==> src/rtl/enum_token_source_pkg.sv <==
// Shared token enumeration and its wrap-around successor, used by the token source
// and by the downstream wildcard-import checker.
package p;

  typedef enum int {
    A = 1,
    B = 2,
    C = 3
  } test_enum;

  // Successor in the A->B->C->A cycle; any unknown encoding recovers to A.
  function automatic test_enum next_token(test_enum t);
    case (t)
      A:       return B;
      B:       return C;
      C:       return A;
      default: return A;
    endcase
  endfunction

endpackage

==> src/rtl/enum_token_source_if.sv <==
// Valid/ready token stream between the token source and its consumer.
interface enum_token_source_if #(
  parameter int unsigned W_IDX = 8
);

  logic             out_valid;
  logic             out_ready;
  p::test_enum      out_token;
  logic [W_IDX-1:0] out_index;

  modport master (
    output out_valid,
    output out_token,
    output out_index,
    input  out_ready
  );

  modport slave (
    input  out_valid,
    input  out_token,
    input  out_index,
    output out_ready
  );

endinterface

==> src/rtl/enum_token_source_ctr.sv <==
// Token/index registers of the burst: clear restarts at (p::A, 0), advance steps both.
module enum_token_ctr
  import p::*;
#(
  parameter int unsigned W_IDX = 8
) (
  input  logic             clk,
  input  logic             rst_n,
  input  logic             clear,
  input  logic             advance,
  output test_enum         token,
  output logic [W_IDX-1:0] index
);

  always_ff @(posedge clk or negedge rst_n) begin
    if (!rst_n) begin
      token <= p::A;
      index <= '0;
    end else if (clear) begin
      token <= p::A;
      index <= '0;
    end else if (advance) begin
      token <= next_token(token);
      index <= index + W_IDX'(1);
    end
  end

endmodule

==> src/rtl/enum_token_source.sv <==
// Burst token source: on start, streams A tokens (p::A, p::B, p::C, ...) then pulses done.
// The local parameter A intentionally hides the imported enum literal; the literal is always p::A.
module enum_token_source #(
  parameter int unsigned A     = 10,
  parameter int unsigned W_IDX = 8
) (
  input  logic                 clk,
  input  logic                 rst_n,
  input  logic                 start,
  enum_token_source_if.master  bus,
  output logic                 busy,
  output logic                 done
);

  import p::*;

  if (64'(A) > (64'd1 << W_IDX)) begin : g_bad_range
    $error("enum_token_source: A=%0d does not fit in W_IDX=%0d index bits", A, W_IDX);
  end

  typedef enum logic [1:0] {
    IDLE = 2'd0,
    RUN  = 2'd1,
    DONE = 2'd2
  } src_state_e;

  localparam logic [W_IDX-1:0] LAST_IDX = (A == 0) ? '0 : W_IDX'(A - 1);

  src_state_e       state_q, state_d;
  logic             valid_q, valid_d;
  logic             xfer;
  logic             clear;
  logic             advance;
  test_enum         token;
  logic [W_IDX-1:0] index;

  enum_token_ctr #(.W_IDX(W_IDX)) u_ctr (
    .clk     (clk),
    .rst_n   (rst_n),
    .clear   (clear),
    .advance (advance),
    .token   (token),
    .index   (index)
  );

  assign bus.out_valid = valid_q;
  assign bus.out_token = token;
  assign bus.out_index = index;

  always_ff @(posedge clk or negedge rst_n) begin
    if (!rst_n) begin
      state_q <= IDLE;
      valid_q <= 1'b0;
      busy    <= 1'b0;
      done    <= 1'b0;
    end else begin
      state_q <= state_d;
      valid_q <= valid_d;
      busy    <= (state_d == RUN);
      done    <= (state_d == DONE);
    end
  end

  // Last token clears the counter so the index never leaves 0..A-1.
  always_comb begin
    state_d = state_q;
    valid_d = valid_q;
    clear   = 1'b0;
    advance = 1'b0;
    xfer    = valid_q & bus.out_ready;
    case (state_q)
      IDLE: begin
        if (start) begin
          clear = 1'b1;
          if (A == 0) begin
            state_d = DONE;
          end else begin
            state_d = RUN;
            valid_d = 1'b1;
          end
        end
      end
      RUN: begin
        if (xfer) begin
          if (index == LAST_IDX) begin
            clear   = 1'b1;
            valid_d = 1'b0;
            state_d = DONE;
          end else begin
            advance = 1'b1;
          end
        end
      end
      DONE: begin
        state_d = IDLE;
      end
      default: begin
        state_d = IDLE;
        valid_d = 1'b0;
      end
    endcase
  end

endmodule
==> src/flat_wrapper.sv <==
// flat-port wrapper written by rule: the top's interface ports become plain ports
module enum_token_source_flat import p::*;
#(
  parameter int unsigned A     = 10,
  parameter int unsigned W_IDX = 8
)
  (clk, rst_n, start, busy, done, bus_out_valid, bus_out_token, bus_out_index, bus_out_ready);
  enum_token_source_if #(.W_IDX(W_IDX)) bus_i ();
  input  logic clk;
  input  logic rst_n;
  input  logic start;
  output logic busy;
  output logic done;
  output wire logic [$bits(bus_i.out_valid)-1:0] bus_out_valid;
  output wire logic [$bits(bus_i.out_token)-1:0] bus_out_token;
  output wire logic [$bits(bus_i.out_index)-1:0] bus_out_index;
  input wire logic [$bits(bus_i.out_ready)-1:0] bus_out_ready;
  assign bus_out_valid = bus_i.out_valid;
  assign bus_out_token = bus_i.out_token;
  assign bus_out_index = bus_i.out_index;
  assign bus_i.out_ready = bus_out_ready;
  enum_token_source #(.A(A), .W_IDX(W_IDX)) u_core (.clk(clk), .rst_n(rst_n), .start(start), .bus(bus_i), .busy(busy), .done(done));
endmodule
==> config.mk <==
export PLATFORM = sky130hd
export DESIGN_NAME = enum_token_source_flat
export DESIGN_NICKNAME = d
export VERILOG_FILES = /design/src/rtl/enum_token_source_pkg.sv /design/src/rtl/enum_token_source_if.sv /design/src/rtl/enum_token_source_ctr.sv /design/src/rtl/enum_token_source.sv /design/src/flat_wrapper.sv
export SDC_FILE = /design/constraint.sdc
export NUM_CORES = 1
export LEC_CHECK = 0
export CAP_MARGIN = 40
export CORE_MARGIN = 2
export CORE_UTILIZATION = 41
export DETAILED_ROUTE_END_ITERATION = 12
export PLACE_DENSITY_LB_ADDON = 0.05
export RECOVER_POWER = 100
export SLEW_MARGIN = 15
export SYNTH_ARGS = -nofsm -noshare
export SYNTH_HDL_FRONTEND = slang
export SYNTH_SLANG_ARGS = --single-unit
==> constraint.sdc <==
create_clock -name clk -period 2.05 [get_ports clk]
set_input_delay 0.205 -clock clk [delete_from_list [all_inputs] [get_ports clk]]
set_output_delay 0.205 -clock clk [all_outputs]
set_load 0.005 [all_outputs]
# Word-level counts from Yosys, hierarchy flattened
# Cells that the tools add are included.
[word_totals] reg_bits=45 elab_cells=42 inputBits=4
[classes] eq_ne=10 n_bitwise=2 reduce_logical=3 mux=20 addsub=1
[op_table] op="32-bit two-way mux" n=2
[op_table] op="32-bit by 1-bit == test with 1-bit output (second input constant)" n=1
[op_table] op="32-bit by 2-bit == test with 1-bit output (second input constant)" n=1
[op_table] op="8-bit two-way mux" n=2
[op_table] op="1-bit two-way mux" n=9
[op_table] op="8-bit by 1-bit adder with 8-bit output (second input constant)" n=1
[op_table] op="8-bit by 4-bit == test with 1-bit output (second input constant)" n=1
[op_table] op="2-bit one-hot mux with 2 select lines" n=2
[op_table] op="2-bit two-way mux" n=3
[op_table] op="2-bit by 1-bit == test with 1-bit output (second input constant)" n=2
[op_table] op="2-bit == test (second input constant)" n=2
[op_table] op="2-bit by 1-bit != test with 1-bit output (second input constant)" n=2
[op_table] op="4-bit AND reduction" n=1
[op_table] op="1-bit one-hot mux with 3 select lines" n=1
[op_table] op="2-bit logical NOT" n=1
[op_table] op="2-bit != test (second input constant)" n=1
[op_table] op="1-bit one-hot mux with 2 select lines" n=1
[op_table] op="2-bit nonzero test" n=1
[op_table] op="1-bit AND" n=1
[op_table] op="1-bit inverter" n=1

# Longest topological paths before layout
[depth] depth_word=6 depth_mapped=5

# Hierarchy
# Synthesis repeated with hierarchy kept, for this count alone.
[hier_totals] hier_cells=100 hier_area_um2=953.4
[modules_own_cells] mod="enum_token_ctr" cells_each=77 instances=1 area_each_um2=719.4 seq_area_each_um2=251.5
[modules_own_cells] mod="enum_token_source" cells_each=23 instances=1 area_each_um2=234.0 seq_area_each_um2=125.1

# Least setup slack after synthesis
# Ideal clock, no wire load.
[synth_path] path_type="reg-to-reg" startpoint="register u_core.u_ctr.index[1]" endpoint="register u_core.u_ctr.index[1]" path_buffers=0 required_ns=1.906 stages_incl_launch_ff=6 slack_ns=0.408 synth_period_minus_slack_ns=1.642 t_arrival_ns=1.498 cell_sequence="dfrtp_1 > inv_1 > ha_1 > or4b_4 > nor3_4 > a2111oi_0"
[synth_via] elab_chain_len=5 word_cells_on_any_way=11 classes_between="add/sub (1); eq/ne (1); mux (8); reduce/logical (1)"
[synth_rtl] item="start, declared" line="enum_token_source_ctr.sv:12" text="output logic [W_IDX-1:0] index"
[synth_rtl] item="start signal, assigned" line="enum_token_source_ctr.sv:24" text="index <= index + W_IDX'(1);"
[synth_rtl] item="parallel branches: the longest is 5 deep, another holds 8-bit by 1-bit adder with 8-bit output"
# Parallel ways; which one is timed is not known. The select of a mux whose other input is x is not followed.
# A chain may end at the register's enable or synchronous reset.

# Final worst setup path
# Ends and elaborated chain as after synthesis.

==> flow_summary_export.csv <==
group,metric,value,unit
outcome,status,"complete, no violations",
place,post-dp-hpwl,1314,microns
sta,relSlewSlack,54.19,%
critical_path,critPathArrivalTime,1990,ps
floorplanning,pin_count,47,
sta,rsz0062_at_grt,"no",
logic_synthesis,synth_seq_cells,15,
critical_path,r2r_setup_slack,200,ps
logic_synthesis,ys.flop_type,"dfrtp_1",
cts,cts.sink_count,15,
critical_path,slowest_stage,"or4b_4",
power_and_ir_drop,cellLeakagePower,0.0005561,uW
sta,tns,0,ps
power_and_ir_drop,p_comb_share,44.8,%
drt,drtAntennaViolNets,0,
sta,fin_skew,0.5037,ps
logic_synthesis,synth-compound-area-share,11.11,%
cts,cts_tree,"done",
critical_path,crit_end,"u_core.u_ctr.index[1]",
critical_path,crit_family,"simple AND/OR/NAND/NOR gates",
logic_synthesis,yosys.area_share.simple,20.62,%
cts,clk_latency,280,ps
min_path,hp-class,"primary input to async pin",
final_layout,drive_gt1_share,8.000,%
cts,cts-buffers-inserted,3,
power_and_ir_drop,p_sw,453.7,uW
power_and_ir_drop,switching_share,37.54,%
place,place_area,1110,sq um
logic_synthesis,ys_types,30,
final_layout,fin_area,1136,sq um
final_layout,diodes,0,
logic_synthesis,syn_inst,105,
floorplanning,fp.dieArea,2886,sq um
final_layout,most-common-layout-cells,"30 x conb_1, 14 x dfrtp_1, 13 x dlygate4sd3_1",
grt,grt_max_degree,16,
place,gp_congestion,0.7407,
critical_path,r2r-end,"u_core.u_ctr.index[1]",
critical_path,crit_buf_inv,1,
logic_synthesis,synth_async_sr_flop_share,100.0,%
critical_path,cp.depth,5,
cts,postCtsResizedCells,0,
critical_path,required,2190,ps
power_and_ir_drop,power.density,1064,nW/um^2
logic_synthesis,synth.area.top_cells,"dfrtp_1 35%, buf_4 22%, a211oi_1 3.7%, ha_1 3.7%, nor3_1 3.0%",
sta,fin_hold_ws,402.2,ps
logic_synthesis,synth_top_family_by_area,"buffers and inverters",
grt,overflow,0,
cts,ctsHoldBuffers,0,
logic_synthesis,synth_xor_area_share,0.8642,%
logic_synthesis,ys_warn_count,0,
drt,drc_errors,0,
sta,final.period_utilization,90.28,%
logic_synthesis,synthMuxAreaShare,0.9877,%
drt,drt_wl_total,1806,microns
drt,post_drt_wl_per_cell,11.65,microns
sta,period_minus_slack,1851,ps
sta,slew_viol_final,0,
critical_path,timing.rr.start,"u_core.u_ctr.index[1]",
drt,dr.first_iter.drc_count,5,
grt,grt_pass1_wl,2911,microns
drt,vias,715,
final_layout,final_common_cell,"conb_1",
final_layout,nets,133,
floorplanning,start_util,42.06,%
critical_path,startpoint,"u_core.u_ctr.index[1]",
logic_synthesis,synth_edf_count,0,
drt,viasPerCell,4.613,
grt,grt_antenna_before_repair,0,
final_layout,syn_to_final_growth,12.10,%
critical_path,worstSetupPathType,"flip-flop to flip-flop",
power_and_ir_drop,clock_power_share,13.9,%
logic_synthesis,avgSynthCellArea,9.652,sq um
logic_synthesis,synth_seq_area_share,37.16,%
floorplanning,die_h,53.72,microns
final_layout,multi_input_area,490.5,sq um
cts,clk_pin_slew,90,ps
logic_synthesis,synth_top_area_share,34.57,%
critical_path,r2r_cells,5,
cts,post_cts_buffers,0,
sta,hold_viol_final,0,
cts,cts.path.max_buffers,2,
final_layout,ff_latch_area,376.6,sq um
critical_path,crit_chain,"inv_1, ha_1, or4b_4, nor3_4, a2111oi_0",
critical_path,cp_max_fo,10,
floorplanning,core_area,2410,sq um
logic_synthesis,synth_fa_ha_area_share,3.704,%
critical_path,critPathMaxStageDelay,500,ps
logic_synthesis,synth.largest_area_cell,"dfrtp_1",
power_and_ir_drop,internal_power,754.8,uW
sta,finalSetupViolCount,0,
sta,max_freq,540.3,MHz
critical_path,cp-start-kind,"flip-flop",
power_and_ir_drop,ir_drop,0.5548,mV
place,io_buffers,16,
cts,h-tree-depth,1,
power_and_ir_drop,p_seq_share,41.2,%
drt,first_pass_iters,4,
final_layout,fillers,230,
grt,grt_pass1_vias,584,
critical_path,crit_path_end_kind,"flip-flop",
sta,worst_pin_slew,684.8,ps
cts,cts_root_buffer,"clkbuf_4",
floorplanning,die_w,53.72,microns
grt,grt.total_usage,14.20,%
logic_synthesis,syn_area,1013,sq um
floorplanning,num_rows,18,
flow_run,drv_cap,0,
cells by family after synthesis:
logic type                 Yosys count
AOI/OAI and AO/OA                   16
xor gates and xnor gates             1
adders and majority gates            3
buffers and inverters               38
DFF                                 15
muxes                                1
other                                1
and+or+nand+nor                     30
synthesized netlist by cell type, drive strengths merged, types with 2 or more instances:
cell type and count:
buf 31, dfrtp 14, nor3 7, inv 6, a211oi 5, nor2 5, nand3 4, o21ai 4
or3 4, ha 3, a21oi 2, nor3b 2, o31ai 2, or4 2
final cells by class:
cell class,instances,share of cell area [%]
multi-input cells,81,43.17
inverters,6,1.982
flip-flops and latches,15,33.15
clock buffers,4,2.313
repair buffers,19,16.08
well taps,30,3.304
through the flow:
| stage | setup WS, ps | utilization [%] | std cells | power, uW |
|---|---|---|---|---|
| floorplan | 407.9 | - | 134 | 840.3 |
| detailed placement | 168.0 | 46.05 | 151 | 1085 |
| finish | 199.2 | 47.14 | 155 | 1209 |
| CTS | 174.1 | 47.14 | 155 | 1257 |
| global placement | 190.9 | 46.05 | 151 | 1067 |
| global route | 95.39 | 47.14 | 155 | 1320 |
flip-flops by register name (all words and copies together) (netlist names):
register and cells:
u_core.u_ctr.index 8, u_core.state_q 2, u_core.done 1, u_core.busy 1, u_core.bus.out_valid 1, u_core.u_ctr.token 2
power groups by stage:
stage | registers, uW | clock network, uW | logic [uW]
after floorplan | 505 | 0 | 335
after global placement | 506 | 0 | 560
after detailed placement | 512 | 0 | 573
after CTS | 506 | 174 | 577
after global routing | 516 | 189 | 615
final | 498 | 169 | 542
how the worst min path moves through the flow:
stage                                 start               endpoint  slack [ps]  cells past startpoint
after floorplan                       rst_n   u_core.bus.out_valid         -90                      0
after global placement    u_core.state_q[1]            u_core.busy         540                      1
after detailed placement  u_core.state_q[1]            u_core.busy         530                      1
after CTS                             rst_n  u_core.u_ctr.index[7]         350                      1
after global routing                  rst_n  u_core.u_ctr.index[7]         460                      1
final                                 rst_n   u_core.bus.out_valid         400                      1
metal layers:
metal	up-vias	share of wire (%)	global-route usage, %	wire length [microns]
met5	-	0	0	0
met1	336	47	19.58	850
met3	2	6.0	1.944	108
met2	28	45	20.73	819
li1	349	-	-	-
met4	0	1.5	8.974	27
Note: power is estimated with default switching activity, not from simulation.
==> edit 1, RTL diff (config.mk and constraints unchanged) <==
Encoding of `src_state_e`: now one-hot (3 bits for 3 states).
--- a/src/rtl/enum_token_source.sv
+++ b/src/rtl/enum_token_source.sv
@@ -18,10 +18,10 @@
     $error("enum_token_source: A=%0d does not fit in W_IDX=%0d index bits", A, W_IDX);
   end
 
-  typedef enum logic [1:0] {
-    IDLE = 2'd0,
-    RUN  = 2'd1,
-    DONE = 2'd2
+  typedef enum logic [2:0] {
+    IDLE = 3'b001,
+    RUN  = 3'b010,
+    DONE = 3'b100
   } src_state_e;
 
   localparam logic [W_IDX-1:0] LAST_IDX = (A == 0) ? '0 : W_IDX'(A - 1);
Check against the original RTL: no difference found for any inputs over 10 cycles, from zero or initial values and one cycle with rst_n low; not proved beyond that.
==> edit 1 against the unedited design <==
  * Wire length grew 0.66%
  * Critical path depth down 1
  * Final area up 2.6%
  * Sequential cell count is 1 higher
  * Sequential share of layout area increased by 1.4 points
  * Global-route usage shrank 0.39 points
  * Combinational power shrank 49%
  * Hold slack better by 0.13 ns
  * Worst setup slack improved by 0.11 ns
  * Total power fell by 23%
  * Synthesized area up 4.3%
  * Clock skew is 0.0039 ns higher
  * Clock power rose by 26%
  * Largest power group is now registers
==> edit 1: results <==
[outcome]
status = completed

[pwr]
p_leak_nw = 0.5930
peakVddDrop_uv = 443.4

[worst_setup_path]
critPathSlowestCell = or4_1
critical_path_peak_fanout = 7
r2r_start = u_core.u_ctr.index[4]$_DFFE_PN0P_
slowest_delay_ns = 0.60

[finish]
syn_to_final_growth_pct = 10.30
largest_registers = u_core.u_ctr.index (8), u_core.state_q (3), u_core.u_ctr.token (2)
finalNonFillerCells = 161
buffers = 18
final_layout_size_suffix_gt1_frac = 0.06107
sequential_cell_total = 16
n_fill_cell = 233
clockNetworkAreaShare = 0.03112
multi_input_area_share = 0.4313

[timing]
holdWs_ns = 0.5318

[synth]
yosys-top-cells-count = 30 x buf_4, 14 x dfrtp_1, 10 x nor2_1
synth_cell_types = 34

[global_route]
grt_pass1_wl_um = 2898
grt_max_degree = 17
use_met3 = 0.01639
track_usage = 0.1381

[place]
gp_congestion = 0.7040
dp_hpwl_um = 1353
placed_cells = 157
dp_slack_ns = 0.3495
place_area_um2 = 1154

[route]
dr_wl_met3_um = 126
-- edit 1: changes by cell type after synthesis, moves of 3 or more --
cell / change
o21ai_0: -3
nand2_1: +7
nor3_1: -4
a21o_1: +3
a211oi_1: -5
nor2_1: +5
or3_1: -4
xor2_1: +3
-- edit 1: worst max path at each step --
| stage | from | end | slack [ns] |
|---|---|---|---|
| after floorplan | u_core.u_ctr.index[4]$_DFFE_PN0P_ | u_core.u_ctr.index[2]$_DFFE_PN0P_ | 0.49 |
| after global placement | bus_out_ready | u_core.u_ctr.index[7]$_DFFE_PN0P_ | 0.38 |
| after detailed placement | bus_out_ready | u_core.u_ctr.index[7]$_DFFE_PN0P_ | 0.35 |
| after CTS | u_core.u_ctr.index[4]$_DFFE_PN0P_ | u_core.u_ctr.index[2]$_DFFE_PN0P_ | 0.38 |
| after global routing | u_core.u_ctr.index[4]$_DFFE_PN0P_ | u_core.u_ctr.index[2]$_DFFE_PN0P_ | 0.23 |
| final | u_core.u_ctr.index[4]$_DFFE_PN0P_ | u_core.u_ctr.index[2]$_DFFE_PN0P_ | 0.31 |
-- edit 1: kinds of logic (layout without fill, tap and decap cells) --
kind of cell / count (synthesis) / after routing / synth area share
AO/OA/AOI/OAI: 12 / 12 / 0.08165
XOR/XNOR: 6 / 6 / 0.04971
buffers and inverters: 34 / 26 / 0.2272
AND/OR/NAND/NOR: 38 / 38 / 0.2213
other: 1 / 30 / 0.003547
flip-flops: 16 / 16 / 0.3811
adder cells (fa/ha/maj): 3 / 3 / 0.03551
-- edit 1: power breakdown --
group | internal, W | leakage [nW] | switching, W
Combinational | 0.000149 | 0.361 | 0.000125
Sequential | 0.000379 | 0.211 | 0.0000623
Clock | 0.000108 | 0.0210 | 0.000104
==> edit 2, RTL diff (same flow settings) <==
Without the edit above. `W_IDX` is set to 8 in 4 places; all go to 9.
--- a/src/rtl/enum_token_source_if.sv
+++ b/src/rtl/enum_token_source_if.sv
@@ -1,6 +1,6 @@
 // Valid/ready token stream between the token source and its consumer.
 interface enum_token_source_if #(
-  parameter int unsigned W_IDX = 8
+  parameter int unsigned W_IDX = 9
 );
 
   logic             out_valid;
--- a/src/rtl/enum_token_source_ctr.sv
+++ b/src/rtl/enum_token_source_ctr.sv
@@ -2,7 +2,7 @@
 module enum_token_ctr
   import p::*;
 #(
-  parameter int unsigned W_IDX = 8
+  parameter int unsigned W_IDX = 9
 ) (
   input  logic             clk,
   input  logic             rst_n,
--- a/src/rtl/enum_token_source.sv
+++ b/src/rtl/enum_token_source.sv
@@ -2,7 +2,7 @@
 // The local parameter A intentionally hides the imported enum literal; the literal is always p::A.
 module enum_token_source #(
   parameter int unsigned A     = 10,
-  parameter int unsigned W_IDX = 8
+  parameter int unsigned W_IDX = 9
 ) (
   input  logic                 clk,
   input  logic                 rst_n,
--- a/src/flat_wrapper.sv
+++ b/src/flat_wrapper.sv
@@ -2,7 +2,7 @@
 module enum_token_source_flat import p::*;
 #(
   parameter int unsigned A     = 10,
-  parameter int unsigned W_IDX = 8
+  parameter int unsigned W_IDX = 9
 )
   (clk, rst_n, start, busy, done, bus_out_valid, bus_out_token, bus_out_index, bus_out_ready);
   enum_token_source_if #(.W_IDX(W_IDX)) bus_i ();
Ports: changed (resized bus_out_index); port bits go from 47 to 48. No check against the original RTL was run, so the function may have changed too.
==> edit 2 against the unedited design <==
  * Die area rose by 5.7%
  * Final area rose by 2.5%
  * Worst setup slack improved by 0.091 ns
  * Total power rose by 6.5%
  * Count of clock-buffer cells in the layout did not move
  * Wire length fell by 1.3%
  * Synthesized area rose by 6.2%
  * Sequential cell count rose by 1
  * Critical path type unchanged
  * Critical endpoint is now u_core.u_ctr.token[1]$_DFFE_PN0P_
  * Largest power group unchanged
==> edit 2: results <==
[place]
dp_slack_ns = 0.2538
gp_congestion = 0.7479
dp_hpwl_um = 1421
port_buffers = 17
place_area_um2 = 1152

[synth]
synth-xor-area-share = 0.06512
synth_fa_ha_area_frac = 0.03488
muxShareOfSynthArea = 0.009302
yosys-top-cells-count = 30 x buf_4, 15 x dfrtp_1, 11 x nor2_1
postSynthAreaPerCell_um2 = 10.15
synth_cell_types = 32
yosysSeqAreaShare = 0.3733
yosys-top-cells-area = dfrtp_1 35%, buf_4 21%, nor4b_4 4.4%
synth_compound_area_frac = 0.05930

[global_route]
antenna_found_initial = 0
track_usage = 0.1244
grt_pass1_wl_um = 2994
grt_max_degree = 17
grt_pass1_vias = 650

[worst_setup_path]
r2r_start = u_core.u_ctr.index[0]$_DFFE_PN0P_
slowest_delay_ns = 0.48
critPathSlowestCell = dfrtp_1
critical_path_peak_fanout = 11
critPathArrivalTime_ns = 1.93

[pwr]
peakVddDrop_uv = 765.1
p_leak_nw = 0.5669

[outcome]
status = completed

[hold_path]
hp-class = input port to asynchronous set/reset pin

[route]
dr_wl_met2_um = 887
dr_wl_met3_um = 104
wl_per_cell_um = 11.50
via_per_inst = 4.484
first_iter_violations = 4
drt-met1-wl_um = 791
routed.top_layer = met3
drt-pass1-iter-count = 2

[cts]
path_clk_slew_ns = 0.10

[timing]
slew_headroom = 0.5111
fin_skew_ns = 0.01102

[finish]
n_fill_cell = 258
final_layout_size_suffix_gt1_frac = 0.07200
largest_registers = u_core.u_ctr.index (9), u_core.state_q (2), u_core.u_ctr.token (2)
edit 2: cell count changes after synthesis, moves of 3 or more:
cell      unedited run  this run
nor3_1               6         3
o21ai_0              4         0
a211oi_1             5         1
nor2_1               5        11
xor2_1               0         3
xnor2_1              1         5
or3_1                4         0
edit 2: report_power, final:
part	leakage (nW)	internal, W	switching [W]	total (W)
logic	0.355	0.000314	0.000272	0.000586
registers	0.197	0.000413	0.000117	0.000530
clock network	0.0150	0.0000756	0.0000959	0.000171
edit 2: worst paths after layout:
path,end,slack (ns),cells after the start
worst max-delay path,u_core.u_ctr.token[1]$_DFFE_PN0P_,0.29,5
worst min-delay path,u_core.u_ctr.index[8]$_DFFE_PN0P_,0.41,1
worst max register to register,u_core.u_ctr.token[1]$_DFFE_PN0P_,0.29,5
worst min register to register,u_core.busy$_DFF_PN0_,0.54,1
max in group asynchronous,u_core.u_ctr.index[6]$_DFFE_PN0P_,1.17,1
min in group clk,u_core.busy$_DFF_PN0_,0.54,1
edit 2: logic make-up after synthesis:
kind of cell / count (synthesis)
AO/OA/AOI/OAI: 8
XOR/XNOR: 8
adder cells (fa/ha/maj): 3
buffers and inverters: 37
flip-flops: 16
multiplexers: 1
other: 1
AND/OR/NAND/NOR: 32
edit 2: layout make-up:
class / count / area [um^2] / area share
sequential: 16 / 401.6 / 0.3448
inverter: 5 / 18.77 / 0.01611
clock buffer: 4 / 26.28 / 0.02256
timing repair buffer: 18 / 173.9 / 0.1493
tap: 30 / 37.54 / 0.03222
multi-input combinational: 82 / 506.7 / 0.4350
edit 2: layer usage:
layer	GRT usage	vias up
li1	-	333
met1	0.1657	338
met2	0.1939	24
met3	0.04918	0
met4	0.02091	0
met5	0	-
edit 2: stage by stage:
| step | util | hold WS, ns |
|---|---|---|
| after floorplan | - | -0.09059 |
| after global placement | 0.4652 | 0.5125 |
| after detailed placement | 0.4652 | 0.5277 |
| after CTS | 0.4758 | 0.3503 |
| after global routing | 0.4702 | 0.4597 |
| final | 0.4702 | 0.4065 |
